File: config.mk
export PLATFORM = sky130hd
export DESIGN_NAME = hex_display_ctrl
export DESIGN_NICKNAME = d
export VERILOG_FILES = /design/src/rtl/hex_display_ctrl.sv
export SDC_FILE = /design/constraint.sdc
export NUM_CORES = 1
export LEC_CHECK = 0
export ABC_AREA = 1
export CAP_MARGIN = 20
export CORE_MARGIN = 2
export CORE_UTILIZATION = 40
export DETAILED_ROUTE_END_ITERATION = 10
export DONT_BUFFER_PORTS = 1
export PLACE_DENSITY_LB_ADDON = 0.3
export SYNTH_ARGS = -nofsm -noshare
export SYNTH_HDL_FRONTEND = slang
export SYNTH_SLANG_ARGS = --single-unit
File: constraint.sdc
create_clock -name clk -period 1.6 [get_ports clk]
set_clock_uncertainty 0.1 [all_clocks]
set_input_delay 0.24 -clock clk [delete_from_list [all_inputs] [get_ports clk]]
set_output_delay 0.24 -clock clk [all_outputs]
set_load 0.02 [all_outputs]
File: src/rtl/hex_display_ctrl.sv
// rtl/hex_display_ctrl.sv - scrolling multi-digit hex driver for active-low 7-segment displays
module hex_display_ctrl #(
    parameter int N_DIGITS  = 4,
    parameter int BLINK_DIV = 25_000_000
) (
    input  logic                  clk,
    input  logic                  rst_n,
    input  logic [3:0]            nibble_in,
    input  logic                  shift_en,
    input  logic                  clear,
    input  logic                  lz_en,
    input  logic [N_DIGITS-1:0]   blink_mask,
    output logic [7*N_DIGITS-1:0] seg_out,
    output logic [3:0]            digits_loaded
);

    localparam int             CW       = (BLINK_DIV > 2) ? $clog2(BLINK_DIV) : 1;
    localparam logic [CW-1:0]  CNT_MAX  = CW'(BLINK_DIV - 1);
    localparam logic [3:0]     LOAD_MAX = 4'(N_DIGITS);
    localparam logic [6:0]     BLANK    = 7'b1111111;

    logic [N_DIGITS-1:0][3:0] dig_q, dig_d;
    logic [3:0]               loaded_q, loaded_d;
    logic [CW-1:0]            cnt_q, cnt_d;
    logic                     phase_q, phase_d;
    logic [7*N_DIGITS-1:0]    seg_q, seg_d;
    logic                     nz;

    function automatic logic [6:0] encode(input logic [3:0] v);
        case (v)
            4'h0: encode = 7'b1000000;
            4'h1: encode = 7'b1111001;
            4'h2: encode = 7'b0100100;
            4'h3: encode = 7'b0110000;
            4'h4: encode = 7'b0011001;
            4'h5: encode = 7'b0010010;
            4'h6: encode = 7'b0000010;
            4'h7: encode = 7'b1111000;
            4'h8: encode = 7'b0000000;
            4'h9: encode = 7'b0010000;
            4'hA: encode = 7'b0001000;
            4'hB: encode = 7'b0000011;
            4'hC: encode = 7'b1000110;
            4'hD: encode = 7'b0100001;
            4'hE: encode = 7'b0000110;
            default: encode = 7'b0001110;
        endcase
    endfunction

    // Clear is applied first so a simultaneous shift lands on an empty buffer.
    always_comb begin
        dig_d    = dig_q;
        loaded_d = loaded_q;
        if (clear) begin
            dig_d    = '0;
            loaded_d = '0;
        end
        if (shift_en) begin
            for (int i = N_DIGITS - 1; i > 0; i--) begin
                dig_d[i] = dig_d[i-1];
            end
            dig_d[0] = nibble_in;
            loaded_d = (loaded_d < LOAD_MAX) ? loaded_d + 4'd1 : LOAD_MAX;
        end
    end

    always_comb begin
        cnt_d   = cnt_q + 1'b1;
        phase_d = phase_q;
        if (cnt_q == CNT_MAX) begin
            cnt_d   = '0;
            phase_d = ~phase_q;
        end
    end

    // nz accumulates from the top digit down: a digit is a leading zero when it and everything above it is zero.
    always_comb begin
        seg_d = '1;
        nz    = 1'b0;
        for (int i = N_DIGITS - 1; i >= 0; i--) begin
            nz = nz | (|dig_q[i]);
            if (!phase_q && blink_mask[i]) begin
                seg_d[7*i +: 7] = BLANK;
            end else if (lz_en && (i > 0) && !nz) begin
                seg_d[7*i +: 7] = BLANK;
            end else begin
                seg_d[7*i +: 7] = encode(dig_q[i]);
            end
        end
    end

    always_ff @(posedge clk) begin
        if (!rst_n) begin
            dig_q    <= '0;
            loaded_q <= '0;
            cnt_q    <= '0;
            phase_q  <= 1'b1;
            seg_q    <= '1;
        end else begin
            dig_q    <= dig_d;
            loaded_q <= loaded_d;
            cnt_q    <= cnt_d;
            phase_q  <= phase_d;
            seg_q    <= seg_d;
        end
    end

    assign seg_out       = seg_q;
    assign digits_loaded = loaded_q;

endmodule

# Yosys cells after proc, flatten, opt, wreduce, memory -nomap -nowiden
# Memory sizes are Yosys's and may differ from the RTL's. A register that Yosys moved wholly into a read port is not among the register bits.
# Cells that the tools add are included.
[op_classes] add_sub_neg=2 multipliers=0 div_mod_pow=0 order_cmp=1 n_eq_ne=1 n_shift=0 mux=5 n_bitwise=4 n_reduce_logical=20
[op_table] cell="16-bit two-way mux" n=2
[op_table] cell="25-bit by 1-bit adder with 25-bit output (second input constant)" n=1
[op_table] cell="25-bit == test (second input constant)" n=1
[op_table] cell="4-bit two-way mux" n=3
[op_table] cell="4-bit OR reduction" n=3
[op_table] cell="3-bit OR reduction" n=3
[op_table] cell="1-bit logical AND" n=7
[op_table] cell="4-bit by 1-bit adder with 4-bit output (second input constant)" n=1
[op_table] cell="1-bit logical NOT" n=4
[op_table] cell="4-bit by 3-bit < comparator with 1-bit output (second input constant)" n=1
[op_table] cell="2-bit OR reduction" n=2
[op_table] cell="1-bit NOT" n=2
[op_table] cell="1-bit bitwise OR" n=2
[op_table] cell="2-bit nonzero test" n=1
[word_totals] regBits=46 latchBits=0 ram_bits=0 mem_bits_ro=448 out_inout_bits=32 word_cells=44 n_memories=4
[memory_table] memory="(no name shown)" depth=16 word_bits=7 rd=1 rd_ports_with_merged_regs=1 wr=0 line="30" rtl="case (v)"
[memory_table] memory="(no name shown)" depth=16 word_bits=7 rd=1 rd_ports_with_merged_regs=1 wr=0 line="30"
[memory_table] memory="(no name shown)" depth=16 word_bits=7 rd=1 rd_ports_with_merged_regs=1 wr=0 line="30"
[memory_table] memory="(no name shown)" depth=16 word_bits=7 rd=1 rd_ports_with_merged_regs=1 wr=0 line="30"

# Longest topological paths before layout
[logic_depth] ltp_word=6 ltp_mapped=9 ltp_nobuf=9

# Worst setup path before layout
# Ideal clock, no wire load.
[synth_timing] path_type="register -> register" start="reg dig_q[12] in the netlist's numbering" end="reg seg_q[21] (netlist: seg_out[21])" setup_ns=0.146 t_arrival_ns=1.201 required_ns=1.354 setup_slack_ns=0.153 path_stages_with_launch=7 path_buffers=0 path_cell_list="dfxtp_1 -> inv_1 -> ha_1 -> nand2_1 -> nor2_1 -> a211oi_2 -> o211ai_1"
[synth_via] elab_chain_len=4
[synth_rtl] element="start, declared" line="22" rtl="logic [N_DIGITS-1:0][3:0] dig_q, dig_d;"
[synth_rtl] element="start signal, assigned" line="100" rtl="dig_q <= dig_d;"
[synth_rtl] element="4-bit OR reduction" line="81" rtl="nz = nz | (|dig_q[i]);"
[synth_rtl] element="1-bit logical NOT" line="84" rtl="end else if (lz_en && (i > 0) && !nz) begin"
[synth_rtl] element="1-bit logical AND" line="84"
[synth_rtl] element="3-bit OR reduction (no source line)"
[synth_rtl] element="end, declared" line="26" rtl="logic [7*N_DIGITS-1:0] seg_q, seg_d;"
# Several ways; a longest one is shown, not always the timed one.
# A chain may end at the register's enable or synchronous reset.

# Worst setup path in the final report
[layout_timing] start="reg cnt_q[0]" end="reg cnt_q[8]"
[layout_via] elab_chain_len=2 word_cells_on_any_way=3 classes_between="add/sub (1); eq/ne (1); reduce/logical (1)"
[layout_rtl] element="start, declared" line="24" rtl="logic [CW-1:0] cnt_q, cnt_d;"
[layout_rtl] element="start signal, assigned" line="102" rtl="cnt_q <= cnt_d;"
[layout_rtl] element="parallel branches: the longest is 2 deep, another holds 25-bit by 1-bit adder with 25-bit output"
# Parallel ways; which one is timed is not known.

==> results.sh <==
export IMPL_post_drt_via_cell_ratio=5.072
export IMPL_yosysWarnings=0
export IMPL_slew_violations=0
export IMPL_antenna_found_initial=0
export IMPL_grt_pass1_wl_microns=14370
export IMPL_hold_start="rst_n"
export IMPL_drt_initial_drc_count=156
export IMPL_worstSetupStartpointType="flip-flop"
export IMPL_p_leak_nw=1.682
export IMPL_setup_viol=0
export IMPL_cts_tree="yes"
export IMPL_syn_nets=562
export IMPL_crit_cells=6
export IMPL_grt_overflow_total=0
export IMPL_synth_edf_count=0
export IMPL_timing_rr_start="cnt_q[0]$_SDFF_PP0_"
export IMPL_max_slew_margin_pct=51.66
export IMPL_final_area_sq_um=4368
export IMPL_grt_pass1_vias=3341
export IMPL_worst_pin_slew_ns=0.7250
export IMPL_cpPeakStageDelay_ns=0.34
export IMPL_period_share_pct=93.81
export IMPL_crit_family="simple AND/OR/NAND/NOR gates"
export IMPL_ios=45
export IMPL_post_cts_buffers=0
export IMPL_maxCapViolCount=0
export IMPL_pwr_density_cell_nw_per_um2=929.9
export IMPL_dieArea_sq_um=10250
export IMPL_critPathBufInv=0
export IMPL_portBuffers=0
export IMPL_grt_util_all_layers_pct=17.54
export IMPL_layout_drive_gt1_share_pct=10.95
export IMPL_clk_pin_slew_ns=0.08
export IMPL_fin_setup_tns_ns=0
export IMPL_worst_skew_pair_late_latency_ns=0.35
export IMPL_drt_wirelength_per_cell_microns=12.74
export IMPL_cp_arrival_ns=1.68
export IMPL_final_cell_mix="nand2_1 (121), dfxtp_1 (73), nor2_1 (68), inv_1 (52), nand3_1 (51)"
export IMPL_critPathKind="reg -> reg"
export IMPL_start_util_pct=41.12
export IMPL_netlist_area_sq_um=3781
export IMPL_reg2reg_depth=6
export IMPL_synth_area_top_cells="dfxtp_1 (39%), nand2_1 (12%), ha_1 (7.6%)"
export IMPL_cts_max_path_buffers=2
export IMPL_yosysTopAreaCell="dfxtp_1"
export IMPL_ff2ff_setup_slack_ns=0.1
export IMPL_rows=35
export IMPL_rsz0062_at_grt="yes"
export IMPL_numCtsBuffers=9
export IMPL_place_hpwl_microns=6208
export IMPL_final_common_cell="nand2_1"
export IMPL_utilization_pct=47.50
export IMPL_hold_class="in -> reg"
export IMPL_cts_sinks=74
export IMPL_cp_slowest_cell="dfxtp_1"
export IMPL_r2r_end="cnt_q[8]$_SDFF_PP0_"
export IMPL_syn_to_final_growth_pct=15.52
export IMPL_syn_instance_count=526
export IMPL_critPathCaptureType="flip-flop"
export IMPL_synth_area_per_cell_sq_um=7.188
export IMPL_hold_ws_ns=-0.03334
export IMPL_crit_top_cell="nand2_1"
export IMPL_final_antenna_net_count=0
export IMPL_hold_viol=24
export IMPL_diodes=0
export IMPL_yosysUniqueCellTypes=40
export IMPL_h_tree_depth=3
export IMPL_status="finished, violations left"
export IMPL_cp_required_ns=1.78
export IMPL_layout_nets=589
export IMPL_violations="hold timing"
export IMPL_fp_dieW_microns=101.2
export IMPL_route_detailed_drc=0
export IMPL_clock_fmax_mhz=666.3
export IMPL_peakVddDrop_mv=0.3603
export IMPL_cts_hold_buf=7
export IMPL_gp_congestion=0.8450
export IMPL_yosysSeqAreaShare_pct=39.18
export IMPL_ys_seq_elements=74
export IMPL_grt_max_degree=25
export IMPL_crit_chain="ha_2 > nand2_1 > nor2_1 > nand2_1 > or2_2 > a21oi_1"
export IMPL_synth_top_cell_area_share_pct=39.18
export IMPL_cts_root_buf="clkbuf_8"
export IMPL_fp_coreArea_sq_um=9196
export IMPL_first_pass_iters=4
export IMPL_post_route_min_period_ns=1.501
export IMPL_synthArstFlopShare_pct=0
export IMPL_die_y_microns=101.2
export IMPL_critPathCapture="cnt_q[8]$_SDFF_PP0_"
export IMPL_place_area_sq_um=3990
export IMPL_crit_path_start="cnt_q[0]$_SDFF_PP0_"
export IMPL_via_count=3388
export IMPL_ys_flop_type="dfxtp_1"
export IMPL_routed_wl_microns=8509
export IMPL_path_max_fanout=4
cells by family (layout without fill, tap and decap cells):
kind of cell    Yosys count  count (layout)  synth area share [%]
simple gates            267             268                 30.11
fa+ha+maj                23              23                 7.611
compound gates           86              86                 13.47
xor+xnor                  6               6                 1.390
buf+inv                  70             100                 8.239
flops                    74              74                 39.18
stage by stage:
stage                     hold WS [ns]  power, mW  worst slack [ns]  instances
after floorplan                 0.2787      2.233            0.1531        526
after global placement          0.2310      2.275           0.03668        645
after detailed placement        0.2313      2.278          0.003769        645
after CTS                      0.02853      4.118           0.06028        667
after global routing          -0.05058      4.231          -0.01282        668
final                         -0.03334      4.062           0.09910        668
final cells by class:
cell class	instances	area [sq um]
clock inverters	4	98.84
inverters	55	209.0
fillers	914	4828
multi-input cells	383	2042
repair buffers	30	245.2
well taps	111	138.9
flip-flops and latches	74	1483
clock buffers	11	151.4
cell usage after synthesis (all sizes together), types with 4 or more instances:
cell type and n:
buf 10, a21oi 39, ha 23, xor2 4, nand2 126, nand3 52
inv 54, nand4 4, a211oi 7, nor2 76, dfxtp 74, o211ai 11
o21ai 19, clkbuf 5
power by group:
group          switching (mW)  internal (mW)
logic                   0.150         0.0951
registers               0.105           1.91
clock network           0.685           1.12
worst min path at each step:
stage,depth (start not counted),slack [ns],end
global placement,1,0.23,phase_q$_SDFFE_PN1N_
global route,2,-0.05,cnt_q[1]$_SDFF_PP0_
detailed placement,1,0.23,phase_q$_SDFFE_PN1N_
finish,2,-0.03,cnt_q[1]$_SDFF_PP0_
CTS,3,0.03,seg_out[18]$_SDFF_PP1_
floorplan,2,0.28,dig_q[1]$_SDFF_PN0_
layer usage:
layer	up-vias	GRT usage (%)	wire length (microns)
li1	1778	-	-
met1	1546	19.94	3757
met2	54	31.18	4273
met3	10	4.969	373
met4	0	6.549	105
met5	-	0	0
registers in the layout, indices dropped and copies added (netlist names):
register and count:
phase_q 1, dig_q 16, seg_out 28, digits_loaded 4, cnt_q 25
timing repair:
action	4_1_cts	5_1_grt
cloned	0	1
resized for setup	1	11
endpoints found under the hold margin	22	24
setup endpoints to repair	1	33
pin swaps	0	2
No activity file was read; power rests on OpenSTA's default activity.
